==> config.mk <==
export PLATFORM = sky130hd
export DESIGN_NAME = pipe_stage_buf
export DESIGN_NICKNAME = d
export VERILOG_FILES = /design/src/rtl/pipe_stage_buf.sv
export SDC_FILE = /design/constraint.sdc
export NUM_CORES = 1
export LEC_CHECK = 0
export BUFFER_PORTS_ARGS = -buffer_cell sky130_fd_sc_hd__buf_2
export CAP_MARGIN = 20
export CORE_UTILIZATION = 40
export CTS_BUF_LIST = sky130_fd_sc_hd__clkbuf_16
export DETAILED_ROUTE_END_ITERATION = 12
export PLACE_DENSITY_LB_ADDON = 0.12
export SLEW_MARGIN = 20
export SYNTH_ARGS = -nofsm -noshare
export SYNTH_HDL_FRONTEND = slang
export SYNTH_SLANG_ARGS = --single-unit
==> constraint.sdc <==
create_clock -name clk -period 2.06 [get_ports clk]
set_input_delay 0.206 -clock clk [delete_from_list [all_inputs] [get_ports clk]]
set_output_delay 0.206 -clock clk [all_outputs]
set_load 0.01 [all_outputs]
==> src/rtl/pipe_stage_buf.sv <==
// Elastic pipeline-stage register: valid/ready handshake with a 2-entry skid buffer, sync flush, optional bubble zeroing.
// Define PIPE_STAGE_STALL_CNT_EN to add the saturating stall_cnt output.
module pipe_stage_buf #(
    parameter int WIDTH       = 137,
    parameter int ZERO_BUBBLE = 1,
    parameter int CNT_W       = 16
) (
    input  logic             clk,
    input  logic             reset,
    input  logic             flush,
    input  logic             in_valid,
    output logic             in_ready,
    input  logic [WIDTH-1:0] in_data,
    output logic             out_valid,
    input  logic             out_ready,
    output logic [WIDTH-1:0] out_data
`ifdef PIPE_STAGE_STALL_CNT_EN
    ,
    output logic [CNT_W-1:0] stall_cnt
`endif
);

    localparam logic [1:0] ST_EMPTY = 2'd0;
    localparam logic [1:0] ST_ONE   = 2'd1;
    localparam logic [1:0] ST_FULL  = 2'd2;

    logic [1:0]       r_state;
    logic [WIDTH-1:0] r_main;
    logic [WIDTH-1:0] r_skid;
    logic             w_inFire;
    logic             w_outFire;

    // Handshake outputs decode registered state only, so out_ready never reaches in_ready combinationally.
    assign out_valid = (r_state != ST_EMPTY);
    assign in_ready  = (r_state != ST_FULL);
    assign out_data  = r_main;

    assign w_inFire  = in_valid & in_ready;
    assign w_outFire = out_valid & out_ready;

    always_ff @(posedge clk) begin
        if (!reset) begin
            r_state <= ST_EMPTY;
            r_main  <= '0;
            r_skid  <= '0;
        end else if (flush) begin
            r_state <= ST_EMPTY;
            if (ZERO_BUBBLE != 0) begin
                r_main <= '0;
                r_skid <= '0;
            end
        end else begin
            case (r_state)
                ST_EMPTY: begin
                    if (w_inFire) begin
                        r_main  <= in_data;
                        r_state <= ST_ONE;
                    end
                end
                ST_ONE: begin
                    if (w_inFire && w_outFire) begin
                        r_main <= in_data;
                    end else if (w_inFire) begin
                        r_skid  <= in_data;
                        r_state <= ST_FULL;
                    end else if (w_outFire) begin
                        r_state <= ST_EMPTY;
                        if (ZERO_BUBBLE != 0) begin
                            r_main <= '0;
                        end
                    end
                end
                ST_FULL: begin
                    if (w_outFire) begin
                        r_main  <= r_skid;
                        r_state <= ST_ONE;
                    end
                end
                default: begin
                    r_state <= ST_EMPTY;
                end
            endcase
        end
    end

`ifdef PIPE_STAGE_STALL_CNT_EN
    logic [CNT_W-1:0] r_stallCnt;

    // Counts edges where a held bundle is refused downstream; flush deliberately leaves it alone.
    always_ff @(posedge clk) begin
        if (!reset) begin
            r_stallCnt <= '0;
        end else if (out_valid && !out_ready && (r_stallCnt != {CNT_W{1'b1}})) begin
            r_stallCnt <= r_stallCnt + CNT_W'(1);
        end
    end

    assign stall_cnt = r_stallCnt;
`endif

endmodule

# [Yosys cells after proc, flatten, opt, wreduce, memory -nomap -nowiden]
# Cells that the tools add are included.
[word_totals] elab_cells=36 ff_bits=276 out_inout_bits=139 input_bits=142
[op_classes] reduce_logical=8 eq_ne=9 mux=12 bitwise=4
[op_table] op="$mux 137" count=5
[op_table] op="$pmux 137 s3" count=1
[op_table] op="$mux 2" count=5
[op_table] op="$ne 3x3->1 const B" count=3
[op_table] op="$ne 2x2->1 const B" count=4
[op_table] op="$pmux 2 s3" count=1
[op_table] op="$reduce_and 5->1" count=1
[op_table] op="$reduce_and 4->1" count=1
[op_table] op="$reduce_and 3->1" count=1
[op_table] op="$reduce_bool 3->1" count=1
[op_table] op="$and 1x1->1" count=2
[op_table] op="$eq 2x1->1 const B" count=1
[op_table] op="$eq 2x2->1 const B" count=1
[op_table] op="$logic_not 2->1" count=1
[op_table] op="$not 1->1" count=2
[op_table] op="$reduce_bool 2->1" count=1
[op_table] op="$reduce_or 2->1" count=1
[op_table] op="$logic_and 1x1->1" count=1

# [Logic depth before layout (Yosys ltp)]
[depth] word_depth=6 depth_mapped=8 mapped_depth_nobuf=6

# [Worst setup path after synthesis]
# Ideal clock, no wire load.
[synth_timing] path_type="register to register" startpoint="reg r_state[0]" endpoint="reg r_main[67], in the netlist out_data[67]" arrival_time_ps=1653 stages_incl_launch_ff=9 setup_ps=146 synth_period_minus_slack_ps=1799 path_buffers=2 setup_slack_ps=261 required_ps=1914 cell_sequence="dfxtp_1 inv_1 ha_1 nand2b_1 a211oi_2 or2_1 buf_2 buf_6 a211oi_2"
[synth_between] elab_chain_len=5 elab_cells_between_ends=16 cone_classes="eq/ne: 7; mux: 2; bitwise: 2; reduce/logical: 5"
[synth_lines] element="start: declaration" line="27" text="logic [1:0] r_state;"
[synth_lines] element="start signal: assignment" line="43" text="r_state <= ST_EMPTY;"
[synth_lines] element="start signal: assignment" line="47" text="r_state <= ST_EMPTY;"
[synth_lines] element="start signal: assignment" line="57" text="r_state <= ST_ONE;"
[synth_lines] element="$ne 2x2->1 or $reduce_bool 2->1 (tied branches)" line="35, 34"
[synth_lines] element="$and 1x1->1 (on tied branches)" line="38, 39"
[synth_lines] element="$logic_and 1x1->1" line="61" text="if (w_inFire && w_outFire) begin"
[synth_lines] element="$ne 3x3->1 (no line) or $mux 137 (tied branches)"
[synth_lines] element="$reduce_and 5->1 (no line) or $pmux 137 s3 (tied branches)"
[synth_lines] element="end signal: assignment" line="56" text="r_main <= in_data;"
[synth_lines] element="end signal: assignment" line="62" text="r_main <= in_data;"
[synth_lines] element="end signal: assignment" line="75" text="r_main <= r_skid;"
[synth_lines] element="end: declaration" line="28" text="logic [WIDTH-1:0] r_main;"
# Several ways; a longest one is shown, not always the timed one.
# A chain may end at the register's enable or synchronous reset.

# [Worst setup path in the final report]
[layout_timing] startpoint="reg r_state[0]" endpoint="reg r_main[13], in the netlist out_data[13]"
# The elaborated chain is that of the path after synthesis.

==> impl_metrics.py <==
metrics = {
    "run_status": {
        "status": "complete, no violations",
    },
    "final_layout": {
        "diodes": 0,
        "area_growth_pct": 41.4,
        "num-nets-final": 1824,
        "design_area_mm2": 0.0165,
        "layout-drive-gt1-share": 0.330,
    },
    "placement": {
        "port_buffers": 280,
        "dpl_cell_area_mm2": 0.0137,
        "routabilityCongestion": 0.766,
        "dp_hpwl_um": 21500,
    },
    "critical_path": {
        "critPathKind": "flip-flop to flip-flop",
        "r2r_end": "out_data[13]$_SDFFE_PP0P_",
        "worstSetupStartpointType": "flip-flop",
        "reg2reg_depth": 10,
        "cp-end-kind": "flip-flop",
        "critPathArrivalTime_ns": 2.44,
        "cp_max_fo": 7,
        "worstPathRequired_ns": 2.49,
        "r2r_slack_ns": 0.05,
        "r2r-start": "r_state[0]$_SDFFE_PP0P_",
    },
    "global_routing": {
        "grtUsageTotal": 0.227,
        "gr-total-overflow": 0,
        "grt_pass1_vias": 10799,
        "antenna_found_initial": 0,
        "grt_start_max_net_pins": 87,
        "grt_pass1_wl_um": 56800,
    },
    "logic_synthesis": {
        "syn-num-nets": 1417,
        "syn-cell-area_mm2": 0.0117,
        "synthCells": 1270,
        "synthTopCellsByArea": "dfxtp_1 47%, a211oi_2 14%, nand2_1 8.8%, a22oi_1 8.8%, a21oi_1 6.0%",
        "yosys.cell_types.count": 27,
        "yosys_warnings": 0,
        "synth.avg_cell_area_um2": 9.20,
        "synth-seq-cells": 276,
        "yosysSeqAreaShare": 0.473,
        "synth_area_leader_cell": "dfxtp_1",
        "yosysTopAreaCellShare": 0.473,
    },
    "floorplan": {
        "coreArea_mm2": 0.0287,
        "row_count": 62,
        "pin_count": 281,
        "start_util": 0.407,
        "die-area_mm2": 0.0299,
        "die_h_um": 173,
        "die_w_um": 173,
    },
    "sta": {
        "max_freq_mhz": 496,
        "hold_ws_ns": 0.0556,
        "slew_headroom": 0.686,
        "rsz0062_at_grt": "true",
        "period_minus_slack_ns": 2.01,
        "hold_viol": 0,
        "setup_viol": 0,
        "tightest_slew_ns": 0.471,
        "min_period_over_period": 0.978,
        "skew_ns": 0.0123,
        "finalMaxSlewViolations": 0,
    },
    "min_path": {
        "worstHoldStart": "reset",
        "min_to": "out_data[1]$_SDFFE_PP0P_",
        "hold_class": "primary input to flip-flop",
        "hold_depth": 3,
    },
    "detailed_routing": {
        "drt-total-wl_um": 37100,
        "viasPerCell": 5.34,
        "num_vias": 11137,
        "ant_nets": 0,
        "remaining_drc_errors": 0,
        "wl_per_cell_um": 17.8,
        "initialDrtViolationCount": 777,
        "dr.pass1.iters": 5,
    },
    "cts": {
        "cts.sink_count": 276,
        "cts-buffers-inserted": 30,
        "clock_path_buffers": 3,
        "tritoncts": "yes",
        "h-tree-depth": 1,
        "clkTransAtPathRegs_ns": 0.06,
        "cts_root_buffer": "clkbuf_16",
        "clock_latency_ns": 0.55,
    },
    "power_and_ir_drop": {
        "power_density_mw_per_mm2": 777,
        "p_leak_uw": 0.00660,
        "vdd_drop_max_mv": 0.534,
    },
    "job": {
        "max_cap_violations": 0,
    },
}
-- Yosys cell counts --
cell type,number
a211oi_1,7
a211oi_2,131
a21o_1,1
a21oi_1,140
a22oi_1,137
and2_1,1
buf_1,1
buf_2,69
buf_4,6
buf_6,23
clkbuf_1,35
clkbuf_4,2
dfxtp_1,276
ha_1,5
inv_1,4
mux2_2,1
nand2_1,275
nand2b_1,3
nand2b_4,1
nand3b_1,1
nor2_1,4
nor2b_1,1
nor3_1,139
o21ai_0,2
o31ai_2,1
or2_1,1
or3_1,3
-- power by group --
| part | switching (uW) | internal (uW) | total [uW] |
|---|---|---|---|
| Clock | 2130 | 2690 | 4820 |
| Sequential | 103 | 5520 | 5630 |
| Combinational | 1270 | 1120 | 2390 |
-- placed cells by master (no fill, tap or decap), drive strengths merged, types with 14 or more instances in the layout --
master	synthesis	routed
clkinv	0	15
clkbuf	37	40
inv	4	14
nor3	139	139
a22oi	137	137
dfxtp	276	276
a211oi	138	138
buf	99	365
nand2	275	275
dlygate4sd3	0	137
a21oi	140	140
-- metrics by stage --
stage          total power, uW  setup WS (ns)   util  std cells  TNS (ns)
6_report                 12800         0.0459  0.576       2085         0
2_1_floorplan             6950          0.261      -       1270         0
3_3_place_gp              7640         0.0679  0.478       1863         0
4_1_cts                  12700       0.000198  0.557       2056         0
3_5_place_dp              7660         0.0126  0.478       1863         0
5_1_grt                  13400        -0.0407  0.576       2085    -0.569
-- routing by layer --
| layer | part of all wire | GRT usage | vias up |
|---|---|---|---|
| li1 | - | - | 5393 |
| met1 | 0.45 | 0.299 | 5370 |
| met2 | 0.48 | 0.393 | 330 |
| met4 | 0.019 | 0.0479 | 0 |
| met3 | 0.053 | 0.0339 | 44 |
| met5 | 0 | 0 | - |
-- final cells by class --
class                           instances  area [um^2]
Fill cell                            2557        12200
Sequential cell                       276         5530
Multi-Input combinational cell        854         5440
Timing Repair Buffer                  511         4170
Clock buffer                           31          776
Tap cell                              384          480
Clock inverter                         25          104
Inverter                                4         20.0
-- worst max path at each step --
stage | cells past startpoint | to | start | slack (ns)
2_1_floorplan | 8 | out_data[67]$_SDFFE_PP0P_ | r_state[0]$_SDFFE_PP0P_ | 0.26
3_3_place_gp | 8 | out_data[13]$_SDFFE_PP0P_ | r_state[0]$_SDFFE_PP0P_ | 0.07
3_5_place_dp | 8 | out_data[132]$_SDFFE_PP0P_ | r_state[0]$_SDFFE_PP0P_ | 0.01
4_1_cts | 8 | out_data[102]$_SDFFE_PP0P_ | r_state[0]$_SDFFE_PP0P_ | 0.0002
5_1_grt | 10 | out_data[50]$_SDFFE_PP0P_ | r_state[0]$_SDFFE_PP0P_ | -0.04
6_report | 10 | out_data[13]$_SDFFE_PP0P_ | r_state[0]$_SDFFE_PP0P_ | 0.05
-- worst max-delay path: stages (launching register included) --
cell       delay, ns
dfxtp_4         0.37
inv_6           0.05
ha_4            0.16
nand3b_1        0.20
a211oi_4        0.34
or2_4           0.20
buf_6           0.11
buf_12          0.14
buf_12          0.12
clkbuf_16       0.15
a211oi_2        0.06
-- registers in the layout, indices dropped and copies added, names as in the netlist --
name      cells
out_data    137
r_skid      137
r_state       2
-- kinds of logic after synthesis --
kind of cell,share of synthesized area
buf+inv,0.0697
mux,0.000964
compound gates,0.295
simple gates,0.156
fa+ha+maj,0.00535
flops,0.473
-- what timing repair did --
action,CTS,global route
gates cloned,0,11
setup buffers,0,19
resized for setup,3,41
endpoints found under the hold margin,137,0
pin swaps,0,3
endpoints found under the setup margin,3,248
hold buffers,137,0
No activity file was read; power rests on OpenSTA's default activity.
